### src/rtl/score_hex_display.sv
// score_hex_display: frame-synchronous score count-up and six-digit 7-segment status display
module score_hex_display #(
  parameter int FLASH_FRAMES = 60,
  parameter int BLINK_BIT    = 3
) (
  input  logic        clk,
  input  logic        resetN,
  input  logic        startOfFrame,
  input  logic [11:0] score,
  input  logic [3:0]  level,
  input  logic [3:0]  birdsLeft,
  input  logic [1:0]  currScreen,
  input  logic        newLevelPulse,
  output logic [6:0]  HEX0,
  output logic [6:0]  HEX1,
  output logic [6:0]  HEX2,
  output logic [6:0]  HEX3,
  output logic [6:0]  HEX4,
  output logic [6:0]  HEX5,
  output logic [11:0] dispScore,
  output logic        countingUp
);
  localparam int FW = ($clog2(FLASH_FRAMES + 1) > BLINK_BIT) ? $clog2(FLASH_FRAMES + 1) : BLINK_BIT + 1;
  localparam logic [6:0] BLANK = 7'h7F;
  localparam logic [6:0] DASH  = 7'h3F;
  typedef enum logic {REST_ST, COUNT_ST} state_t;
  state_t          state_q, state_d;
  logic [11:0]     disp_q, disp_d, disp_inc;
  logic [FW-1:0]   flash_q, flash_d;
  logic [3:0]      level_q, birds_q;
  logic [1:0]      scr_q;
  logic [6:0]      hex0_d, hex1_d, hex2_d, hex3_d, hex4_d, hex5_d;
  logic            c_units, c_tens;
  function automatic logic [6:0] seg(input logic [3:0] v);
    case (v)
      4'd0:    seg = 7'h40;
      4'd1:    seg = 7'h79;
      4'd2:    seg = 7'h24;
      4'd3:    seg = 7'h30;
      4'd4:    seg = 7'h19;
      4'd5:    seg = 7'h12;
      4'd6:    seg = 7'h02;
      4'd7:    seg = 7'h78;
      4'd8:    seg = 7'h00;
      4'd9:    seg = 7'h10;
      default: seg = DASH;
    endcase
  endfunction
  // BCD increment of the shown score with 999 wrapping to 000, plus next state and flash counter
  always_comb begin
    c_units  = disp_q[3:0] == 4'd9;
    c_tens   = c_units && disp_q[7:4] == 4'd9;
    disp_inc[3:0]  = c_units ? 4'd0 : disp_q[3:0] + 4'd1;
    disp_inc[7:4]  = c_units ? (disp_q[7:4] == 4'd9 ? 4'd0 : disp_q[7:4] + 4'd1) : disp_q[7:4];
    disp_inc[11:8] = c_tens ? (disp_q[11:8] == 4'd9 ? 4'd0 : disp_q[11:8] + 4'd1) : disp_q[11:8];
    disp_d   = !startOfFrame ? disp_q : (score > disp_q) ? disp_inc : score;
    state_d  = !startOfFrame ? state_q : (score > disp_q && disp_inc != score) ? COUNT_ST : REST_ST;
    flash_d  = newLevelPulse ? FW'(FLASH_FRAMES) : (startOfFrame && flash_q != '0) ? flash_q - 1'b1 : flash_q;
  end
  // Segment patterns derived only from frame registers, shown score and flash counter
  always_comb begin
    hex0_d = seg(disp_q[3:0]);
    hex1_d = (disp_q[11:8] == 4'd0 && disp_q[7:4] == 4'd0) ? BLANK : seg(disp_q[7:4]);
    hex2_d = (disp_q[11:8] == 4'd0) ? BLANK : seg(disp_q[11:8]);
    hex3_d = (scr_q == 2'd1) ? seg(birds_q) : BLANK;
    hex4_d = (scr_q == 2'd0 || (flash_q != '0 && flash_q[BLINK_BIT])) ? BLANK : seg(level_q);
    hex5_d = (scr_q == 2'd0) ? DASH : (scr_q == 2'd1) ? 7'h0C : (scr_q == 2'd2) ? 7'h47 : 7'h41;
  end
  // Frame sampling, count-up FSM, flash counter and registered display outputs
  always_ff @(posedge clk or negedge resetN) begin
    if (!resetN) begin
      state_q    <= REST_ST;
      disp_q     <= '0;
      flash_q    <= '0;
      level_q    <= '0;
      birds_q    <= '0;
      scr_q      <= 2'd0;
      countingUp <= 1'b0;
      HEX0       <= 7'h40;
      HEX1       <= BLANK;
      HEX2       <= BLANK;
      HEX3       <= BLANK;
      HEX4       <= BLANK;
      HEX5       <= DASH;
    end else begin
      state_q    <= state_d;
      disp_q     <= disp_d;
      flash_q    <= flash_d;
      countingUp <= state_d == COUNT_ST;
      if (startOfFrame) begin
        level_q <= level;
        birds_q <= birdsLeft;
        scr_q   <= currScreen;
      end
      HEX0 <= hex0_d;
      HEX1 <= hex1_d;
      HEX2 <= hex2_d;
      HEX3 <= hex3_d;
      HEX4 <= hex4_d;
      HEX5 <= hex5_d;
    end
  end
  assign dispScore = disp_q;
endmodule

### config.mk
export PLATFORM = sky130hd
export DESIGN_NAME = score_hex_display
export DESIGN_NICKNAME = d
export VERILOG_FILES = /design/src/rtl/score_hex_display.sv
export SDC_FILE = /design/constraint.sdc
export NUM_CORES = 1
export LEC_CHECK = 0
export ABC_CLOCK_PERIOD_IN_PS = 3000
export BUFFER_PORTS_ARGS = -buffer_cell sky130_fd_sc_hd__buf_2
export CAP_MARGIN = 20
export CORE_ASPECT_RATIO = 0.6
export CORE_MARGIN = 5
export CORE_UTILIZATION = 50
export CTS_BUF_LIST = sky130_fd_sc_hd__clkbuf_8
export CTS_CLUSTER_DIAMETER = 200
export DETAILED_ROUTE_END_ITERATION = 7
export PLACE_DENSITY = 0.76
export RECOVER_POWER = 50
export SETUP_SLACK_MARGIN = 0.15
export SLEW_MARGIN = 20
export SYNTH_ARGS = -nofsm -noshare
export SYNTH_HDL_FRONTEND = slang
export SYNTH_SLANG_ARGS = --single-unit
### constraint.sdc
create_clock -name clk -period 3 [get_ports clk]
set_input_delay 0.15 -clock clk [delete_from_list [all_inputs] [get_ports clk]]
set_output_delay 0.15 -clock clk [all_outputs]
set_load 0.01 [all_outputs]
* Word level (Yosys, flattened, before mapping)
Memory sizes are Yosys's and may differ from the RTL's. A register that Yosys moved wholly into a read port is not among the register bits.
Cells that the tools add are included.
** Storage, ports and cells
- Register bits :: 64
- Bits in read-only memories :: 560
- Output and inout port bits :: 55
- Word-level logic and storage cells :: 55
- Memories :: 5
** Memories
- (no name shown) :: depth 16, bits a word 7, rd ports 1, clocked after Yosys merged registers in 1, write ports 0, RTL line 35 : case (v)
- (no name shown) :: depth 16, bits a word 7, rd ports 1, clocked after Yosys merged registers in 0, write ports 0, RTL line 35
- (no name shown) :: depth 16, bits a word 7, rd ports 1, clocked after Yosys merged registers in 0, write ports 0, RTL line 35
- (no name shown) :: depth 16, bits a word 7, rd ports 1, clocked after Yosys merged registers in 0, write ports 0, RTL line 35
- (no name shown) :: depth 16, bits a word 7, rd ports 1, clocked after Yosys merged registers in 0, write ports 0, RTL line 35
** Operators by class
- Add/subtract/negate cells :: 4
- Mux-type cells :: 16
- Equal/unequal tests :: 6
- Reductions and logical operators :: 12
- Magnitude comparators :: 1
** Operators with widths (number)
- $mux W7 :: 6
- $mux W4 :: 5
- $add A4 B1 Y4 const B :: 3
- $eq A4 B4 Y1 const B :: 3
- $gt A12 B12 Y1 :: 1
- $mux W12 :: 1
- $mux W6 :: 2
- $ne A12 B12 Y1 :: 1
- $logic_not A4 Y1 :: 2
- $reduce_bool A6 Y1 :: 1
- $sub A6 B1 Y6 const B :: 1
- $logic_and A1 B1 Y1 :: 5
- $mux W3 :: 1
- $eq A2 B1 Y1 const B :: 1
- $eq A2 B2 Y1 const B :: 1
- $logic_not A2 Y1 :: 1
- $reduce_bool A2 Y1 :: 1
- $logic_not A1 Y1 :: 1
- $logic_or A1 B1 Y1 :: 1
- $mux W1 :: 1

* Logic depth before layout (Yosys ltp)
Gate-level depths: netlist (run 1).
- Depth in word-level cells :: 6
- Mapped depth :: 12

* Worst setup path before layout (run 1)
No wires, ideal clock.
- Path kind :: register to register
- Start point :: register disp_q[6] (netlist: dispScore[6])
- End point :: register disp_q[2] (netlist: dispScore[2])
- Library setup time :: 0.126 ns
- Required time :: 2.874 ns
- Arrival :: 2.420 ns
- Clock period less this slack :: 2.546 ns
- Stages on the path, launching flop included :: 12
- Slack :: 0.454 ns
- Path buffers :: 3
- Cell sequence :: dfrtp_1 -> buf_2 -> clkbuf_1 -> inv_1 -> ha_1 -> nand2_1 -> nor3_1 -> a21boi_2 -> o31a_1 -> buf_6 -> a22o_1 -> a311o_1
** On the way
- Cells in the longest elaborated chain, start to end :: 2
** Ends and longest elaborated chain
- from (decl) :: RTL line 28 : logic [11:0] disp_q, disp_d, disp_inc;
- from (signal assigned) :: RTL line 87 : disp_q <= disp_d;
- $gt A12 B12 Y1 :: RTL line 56 : disp_d = !startOfFrame ? disp_q : (score > disp_q) ? disp_inc : score;
- $mux W12 :: RTL line 56
No other way between the ends.
A chain may end at the register's enable or synchronous reset.

* Final worst setup path (run 1)
- Start point :: register disp_q[7] (netlist: dispScore[7])
- End point :: register disp_q[4] (netlist: dispScore[4])
** On the way
- Cells in the longest elaborated chain, start to end :: 4
- Elaborated cells on any way between the ends :: 5
** Ends and longest elaborated chain (RTL line)
- parallel branches: the longest is 3 deep, another holds $gt A12 B12 Y1
- $mux W12 (*) :: 56
Every way passes the cells marked *.

==> reports/metrics.yaml, run 1 <==
coreArea_um2: 7850
first_global_vias: 3140
async_flop_share: 1.00
routed_wl_um: 9760
pin_count: 81
worstHoldPathCells: 3
num-fill-cells: 673
pwr-share-comb: 0.498
layout_commonest_cell: "buf_2"
synth-edff-count: 0
cts_resized: 0
initialDrtViolationCount: 273
syn-num-nets: 485
diodes: 0
die_x_um: 126
avgSynthCellArea_um2: 9.60
drv_cap: 1
worstHoldStart: "level[0]"
via_per_inst: 5.44
cts_max_level: 3
numClockSinks: 70
fin_setup_tns_ns: 0
rr_worst_depth: 9
clk_pin_slew_ns: 0.08
p_leak_uw: 0.00216
gp_congestion: 0.916
synth-seq-area-share: 0.445
dpl.hpwl_um: 7230
yosys_warnings: 0
whs_ns: 0.0213
p_seq_frac: 0.333
r2r_slack_ns: 0.35
syn_area_um2: 4030
dieHeight_um: 79.6
drc: 0
die_area_um2: 10000
grt-ovfl-total: 0
ir_drop_v: 0.000498
power_frac_clock: 0.170
power_density_nw_per_um2: 936
drt_first_pass_iters: 5
clockRootBuffer: "clkbuf_8"
period_share: 0.882
synthCells: 420
worstPathRequired_ns: 3.23
cts.path.max_buffers: 2
yosys_most_used_dff: "dfrtp_1"
post-cts-setup-buffers: 0
layout.nets: 568
grt_usage: 0.202
vias: 3350
p_total_uw: 4450
p_switching_uw: 1910
dp_slack_ns: 0.433
syn2layout_area_growth_pct: 18.0
grt_pass1_wl_um: 16100
cts_buffers: 9
drive_gt1_frac: 0.280
rsz0062_at_grt: "false"
ant_nets: 0
layout_min_cycle_time_ns: 2.65
fin_ws_ns: 0.355
min_to: "level_q[0]"
internal_power_uw: 2550
tightest_slew_ns: 1.67
ys_ff_latch: 70
hold_violations: 0
start_util: 0.514
arrival_ns: 2.88
end_kind: "flop"
cts_tree: "done"
hold_path.class: "input port to flop"
antenna_found_initial: 0
synth_cell_type_count: 52
cp_max_fo: 13
outcome: "finished with violations"
crit_path_start_kind: "flop"
fmax_mhz: 378
layout_common_cells: "72 x buf_2, 47 x o21ai_0, 43 x nand2_1"
finalSetupViolations: 0
worstReg2RegEnd: "dispScore[4]"
ctsHoldBuffers: 0
sw_frac_of_total: 0.428
routedWlPerCell_um: 15.8
violations: "capacitance limit, slew limit"
rows: 25
r2r-start: "dispScore[7]"
insertion_delay_ns: 0.34
slew_violations: 71
grt_max_degree: 71
io_buffers: 80
max-slew-margin-rel: -0.115
path_class: "flop to flop"
finClkSkew_ns: 0.00524
## layout make-up
cell class                 count  area [µm²]  area share
clock buffer                   9         124      0.0260
clock inverter                 7        71.3      0.0150
inverter                      29         109      0.0229
multi-input combinational    302        2040       0.428
sequential                    70        1790       0.377
tap                          108         135      0.0284
timing repair buffer          91         488       0.103
## worst max-delay path by stage
stage                 start            to  depth (start not counted)
4_1_cts        dispScore[7]  dispScore[4]                          9
3_5_place_dp   dispScore[7]  dispScore[4]                          9
2_1_floorplan  dispScore[6]  dispScore[2]                         11
6_report       dispScore[7]  dispScore[4]                          9
5_1_grt        dispScore[5]       state_q                          8
3_3_place_gp   dispScore[7]  dispScore[2]                          9
## power groups by stage
stage	clock (µW)	combinational (µW)	sequential, µW
after global placement	0	2140	1470
after detailed placement	0	2190	1490
after CTS	782	2210	1480
final	756	2220	1480
after floorplan	0	1350	1590
after global routing	833	2450	1520
## cells in the mapped netlist, types with 3 or more instances
cell type,n,area [µm²]
nor2_1,24,90.1
clkbuf_1,10,37.5
dfrtp_1,36,901
nand2_1,43,161
a21oi_1,28,140
buf_2,5,25.0
inv_1,28,105
nor2b_1,7,43.8
o211ai_1,3,22.5
and2_1,3,18.8
dfstp_2,34,893
and3_1,4,25.0
nand2b_1,8,50.1
and3b_1,3,26.3
a22oi_1,4,30.0
xnor2_1,9,78.8
nand3_1,13,65.1
nor3_1,5,25.0
o221ai_1,6,52.6
o21ai_0,47,235
nor4_1,4,25.0
mux2_2,5,56.3
and4_1,3,26.3
mux2i_1,7,70.1
ha_1,39,488
xor2_1,7,61.3
## state kept, by name, summed over array words and instances (netlist names), 6 cells and up
register   flops
dispScore     12
HEX0           7
flash_q        6
HEX5           6
HEX1           7
HEX4           7
HEX3           7
HEX2           7
## cell families after synthesis
kind of cell	share of synthesized area
adders and majority gates	0.121
muxes	0.0313
DFF	0.445
and+or+nand+nor	0.151
buffers and inverters	0.0500
xor gates and xnor gates	0.0348
AOI/OAI and AO/OA	0.167
## metal layers
layer | wire [µm] | GRT usage | up-vias
met1 | 4910 | 0.304 | 1602
met4 | 43 | 0.0289 | 0
met3 | 696 | 0.0575 | 4
li1 | - | - | 1627
met5 | 0 | 0 | -
met2 | 4110 | 0.294 | 117
## through the flow
| step | cell area, µm² | cells | util |
|---|---|---|---|
| 2_1_floorplan | 4030 | 420 | - |
| 3_3_place_gp | 4560 | 598 | 0.580 |
| 3_5_place_dp | 4560 | 598 | 0.580 |
| 4_1_cts | 4750 | 614 | 0.605 |
| 5_1_grt | 4760 | 616 | 0.606 |
| 6_report | 4760 | 616 | 0.606 |
## critical path, stage by stage, from the launching register on
cell and delay [ns]:
dfrtp_1 0.54, inv_1 0.18, ha_1 0.33, nand2_1 0.08, nor3_1 0.29, a21boi_2 0.24
o31a_1 0.38, buf_12 0.19, mux2i_1 0.08, a22o_1 0.23
No activity file was read; power rests on OpenSTA's default activity.
==> run 2: changes to the inputs <==
BUFFER_PORTS_ARGS = -buffer_cell sky130_fd_sc_hd__clkbuf_2   (was -buffer_cell sky130_fd_sc_hd__buf_2)
==> reports/metrics.yaml, run 2 (same netlist as run 1, synthesis figures left out) <==
arrival_ns: 2.77
dpl.hpwl_um: 7460
ant_nets: 0
r2r_slack_ns: 0.46
p_total_uw: 4460
insertion_delay_ns: 0.35
min_to: "scr_q[0]"
num-fill-cells: 695
rr_worst_depth: 9
io_buffers: 80
layout_commonest_cell: "o21ai_0"
cts_max_level: 3
worstHoldStart: "currScreen[0]"
worstHoldPathCells: 3
clk_pin_slew_ns: 0.08
cp_max_fo: 12
layout_min_cycle_time_ns: 2.54
finalSetupViolations: 0
gp_congestion: 0.908
clockRootBuffer: "clkbuf_8"
cts_tree: "done"
antenna_found_initial: 0
fin_util: 0.602
rsz0062_at_grt: "false"
start_util: 0.514
pin_count: 81
hold_violations: 0
drv_cap: 1
cts_resized: 0
cts.path.max_buffers: 2
grt_usage: 0.207
cts_buffers: 9
regArea_um2: 1790
vias: 3434
p_leak_uw: 0.00209
crit_path_start_kind: "flop"
violations: "capacitance limit, slew limit"
via_per_inst: 5.57
tightest_slew_ns: 1.63
path_class: "flop to flop"
die_x_um: 126
grt-ovfl-total: 0
drt_first_pass_iters: 5
largest_reg_flops: 12
drive_gt1_frac: 0.218
coreArea_um2: 7850
hold_path.class: "input port to flop"
initialDrtViolationCount: 314
drc: 0
numClockSinks: 70
dieHeight_um: 79.6
end_kind: "flop"
power_density_nw_per_um2: 944
rows: 25
multi_input_area_um2: 2040
syn2layout_area_growth_pct: 17.2
slew_violations: 30
ir_drop_v: 0.000423
first_global_vias: 3249
die_area_um2: 10000
layout.nets: 569
outcome: "finished with violations"
period_share: 0.846
grt_max_degree: 42
routed_wl_um: 10100
max-slew-margin-rel: -0.0838
fin_setup_tns_ns: 0
layout_common_cells: "47 x o21ai_0, 43 x nand2_1, 41 x clkbuf_1"
worstReg2RegEnd: "dispScore[2]"
diodes: 0
finClkSkew_ns: 0.00999
grt_pass1_wl_um: 16400
r2r-start: "dispScore[7]"
routedWlPerCell_um: 16.4
worstPathRequired_ns: 3.24
fmax_mhz: 394
-- run 2: changes by cell type in the layout (fill, tap and decap cells not counted), sizes merged --
cell | before | now
buf | 80 | 11
clkbuf | 18 | 89
clkinvlp | 1 | 2
dlygate4sd3 | 2 | 1
inv | 31 | 30
-- run 2: how the worst max path moves through the flow --
stage	slack (ns)	from	cells past startpoint	endpoint
after CTS	0.50	dispScore[7]	9	dispScore[2]
final	0.46	dispScore[7]	9	dispScore[2]
after global routing	0.30	dispScore[7]	9	dispScore[2]
after detailed placement	0.53	dispScore[7]	9	dispScore[2]
after floorplan	0.45	dispScore[6]	11	dispScore[2]
after global placement	0.63	dispScore[7]	9	dispScore[2]
-- run 2: layout make-up --
cell class                      count  share of cell area
Clock buffer                        9              0.0262
Clock inverter                      7              0.0154
Inverter                           29              0.0230
Multi-Input combinational cell    302               0.431
Sequential cell                    70               0.380
Tap cell                          108              0.0286
Timing Repair Buffer               92              0.0961
-- run 2: power by group --
part           switching (µW)  internal (µW)
Sequential                197           1290
Combinational            1370            839
Clock                     382            385
-- run 2: metrics by stage --
step	worst slack (ns)	std cells	hold slack (ns)	area (µm²)
detailed placement	0.532	600	0.228	4570
CTS	0.500	617	0.00276	4780
finish	0.463	617	0.00905	4730
global placement	0.635	600	0.216	4570
global route	0.300	617	0.00194	4730
floorplan	0.454	420	-0.146	4030
-- run 2: worst max-delay path, stage by stage (launching register included) --
cell and delay (ns):
dfrtp_1 0.53, inv_1 0.17, ha_1 0.33, nand2_1 0.10, nor3_1 0.08, a21boi_2 0.16, o31a_1 0.33, buf_4 0.20
a22o_1 0.20, a311o_1 0.32
-- run 2: timing repair --
item,in CTS,in global routing
hold endpoints to repair,15,0
buffers inserted,0,0
hold buffers,1,0
endpoints found under the setup margin,0,0
-- run 2: metal layers --
layer,track usage,up-vias,wire (µm)
li1,-,1631,-
met1,0.295,1634,4720
met2,0.302,154,4320
met3,0.0709,15,911
met4,0.0514,0,151
met5,0,-,0
==> run 3: changes to the inputs <==
ABC_CLOCK_PERIOD_IN_PS = 2600   (was 3000)
clock period = 2.6 ns   (was 3 ns; I/O delays follow)
==> reports/metrics.yaml, run 3 (same netlist as run 1, synthesis figures left out) <==
outcome: "finished with violations"
violations: "capacitance limit, slew limit"
period_share: 0.924
power_density_nw_per_um2: 1080
cts_buffers: 9
busiest_layer: "met2"
cts_max_level: 3
clockRootBuffer: "clkbuf_8"
drc: 0
grt_max_degree: 41
largest_reg_flops: 12
fmax_mhz: 416
drv_cap: 1
initialDrtViolationCount: 377
routedWlPerCell_um: 16.1
antenna_found_initial: 0
fin_util: 0.625
via_per_inst: 5.50
p_leak_uw: 0.00216
diodes: 0
max-slew-margin-rel: -0.221
slew_violations: 32
hold_path.class: "input port to flop"
drt_first_pass_iters: 5
finalSetupViolations: 0
first_global_vias: 3355
rows: 25
coreArea_um2: 7850
drive_gt1_frac: 0.230
path_class: "flop to flop"
die_area_um2: 10000
crit_path_start_kind: "flop"
dpl.hpwl_um: 7550
ant_nets: 0
layout_commonest_cell: "o21ai_0"
grtUsageMet3: 0.0668
final_cells: 635
finClkSkew_ns: 0.00997
die_x_um: 126
num-fill-cells: 664
vias: 3490
ir_drop_v: 0.000558
cts.path.max_buffers: 2
whs_ns: 0.0881
end_kind: "flop"
layout_common_cells: "47 x o21ai_0, 45 x clkbuf_1, 43 x nand2_1"
start_util: 0.514
layout_min_cycle_time_ns: 2.40
arrival_ns: 2.65
dieHeight_um: 79.6
grt_use_met1: 0.297
grt_util_met2: 0.313
numClockSinks: 70
insertion_delay_ns: 0.36
grt_usage: 0.212
cp_max_fo: 9
grt-ovfl-total: 0
fin_setup_tns_ns: 0
rsz0062_at_grt: "false"
io_buffers: 80
layout.nets: 587
worstPathRequired_ns: 2.85
pin_count: 81
r2r_slack_ns: 0.20
tightest_slew_ns: 1.83
clk_pin_slew_ns: 0.09
hold_violations: 0
gp_congestion: 0.892
placedCellCount: 606
syn2layout_area_growth_pct: 21.6
grt_pass1_wl_um: 16800
cts_tree: "done"
routed_wl_um: 10200
## run 3: cell types whose count changed in the layout (fill, tap and decap cells not counted), sizes merged
cell / before / now
clkinvlp: 2 / 1
buf: 11 / 17
clkbuf: 89 / 90
dlygate4sd3: 1 / 12
clkinv: 3 / 2
inv: 30 / 32
## run 3: final cells by class
class                           count  area [µm²]  area share
Tap cell                          108         135      0.0276
Clock inverter                      7        81.3      0.0166
Inverter                           29         109      0.0222
Clock buffer                        9         124      0.0253
Multi-Input combinational cell    302        2050       0.418
Timing Repair Buffer              110         609       0.124
Sequential cell                    70        1800       0.366
## run 3: per-layer routing
| metal | up-vias | share of wire |
|---|---|---|
| li1 | 1667 | - |
| met1 | 1644 | 0.46 |
| met2 | 161 | 0.42 |
| met3 | 18 | 0.098 |
| met4 | 0 | 0.018 |
| met5 | - | 0 |
## run 3: metrics by stage
stage / power, µW / area, µm² / setup slack [ns]
after global routing: 5670 / 4900 / 0.0991
after global placement: 4260 / 4620 / 0.287
after CTS: 5300 / 4940 / 0.155
after floorplan: 3400 / 4040 / 0.167
final: 5270 / 4900 / 0.198
after detailed placement: 4340 / 4620 / 0.190
## run 3: what timing repair did
| action | CTS | global route |
|---|---|---|
| hold endpoints to repair | 26 | 0 |
| hold buffers | 12 | 0 |
| gates resized for setup | 0 | 9 |
| setup buffers | 0 | 1 |
| setup endpoints to repair | 0 | 8 |
## run 3: critical path, cell delays in order (launching register included)
cell	delay, ns
dfrtp_1	0.53
inv_1	0.12
ha_1	0.29
nand4_1	0.13
nor3_2	0.07
a21boi_2	0.16
o31a_1	0.32
buf_4	0.18
a22o_1	0.18
a311o_1	0.31
## run 3: worst paths after layout
path                                   start           end  depth (start not counted)
min in group asynchronous             resetN  dispScore[1]                          2
worst max-delay path            dispScore[8]  dispScore[2]                          9
max in group asynchronous             resetN  dispScore[4]                          2
worst max register to register  dispScore[8]  dispScore[2]                          9
worst min register to register      scr_q[0]       HEX5[2]                          1
worst min-delay path                score[9]  dispScore[9]                          3
## run 3: report_power, final
part,internal [µW],switching [µW]
logic,1040,1610
registers,1500,219
clock network,456,459
total,2990,2290
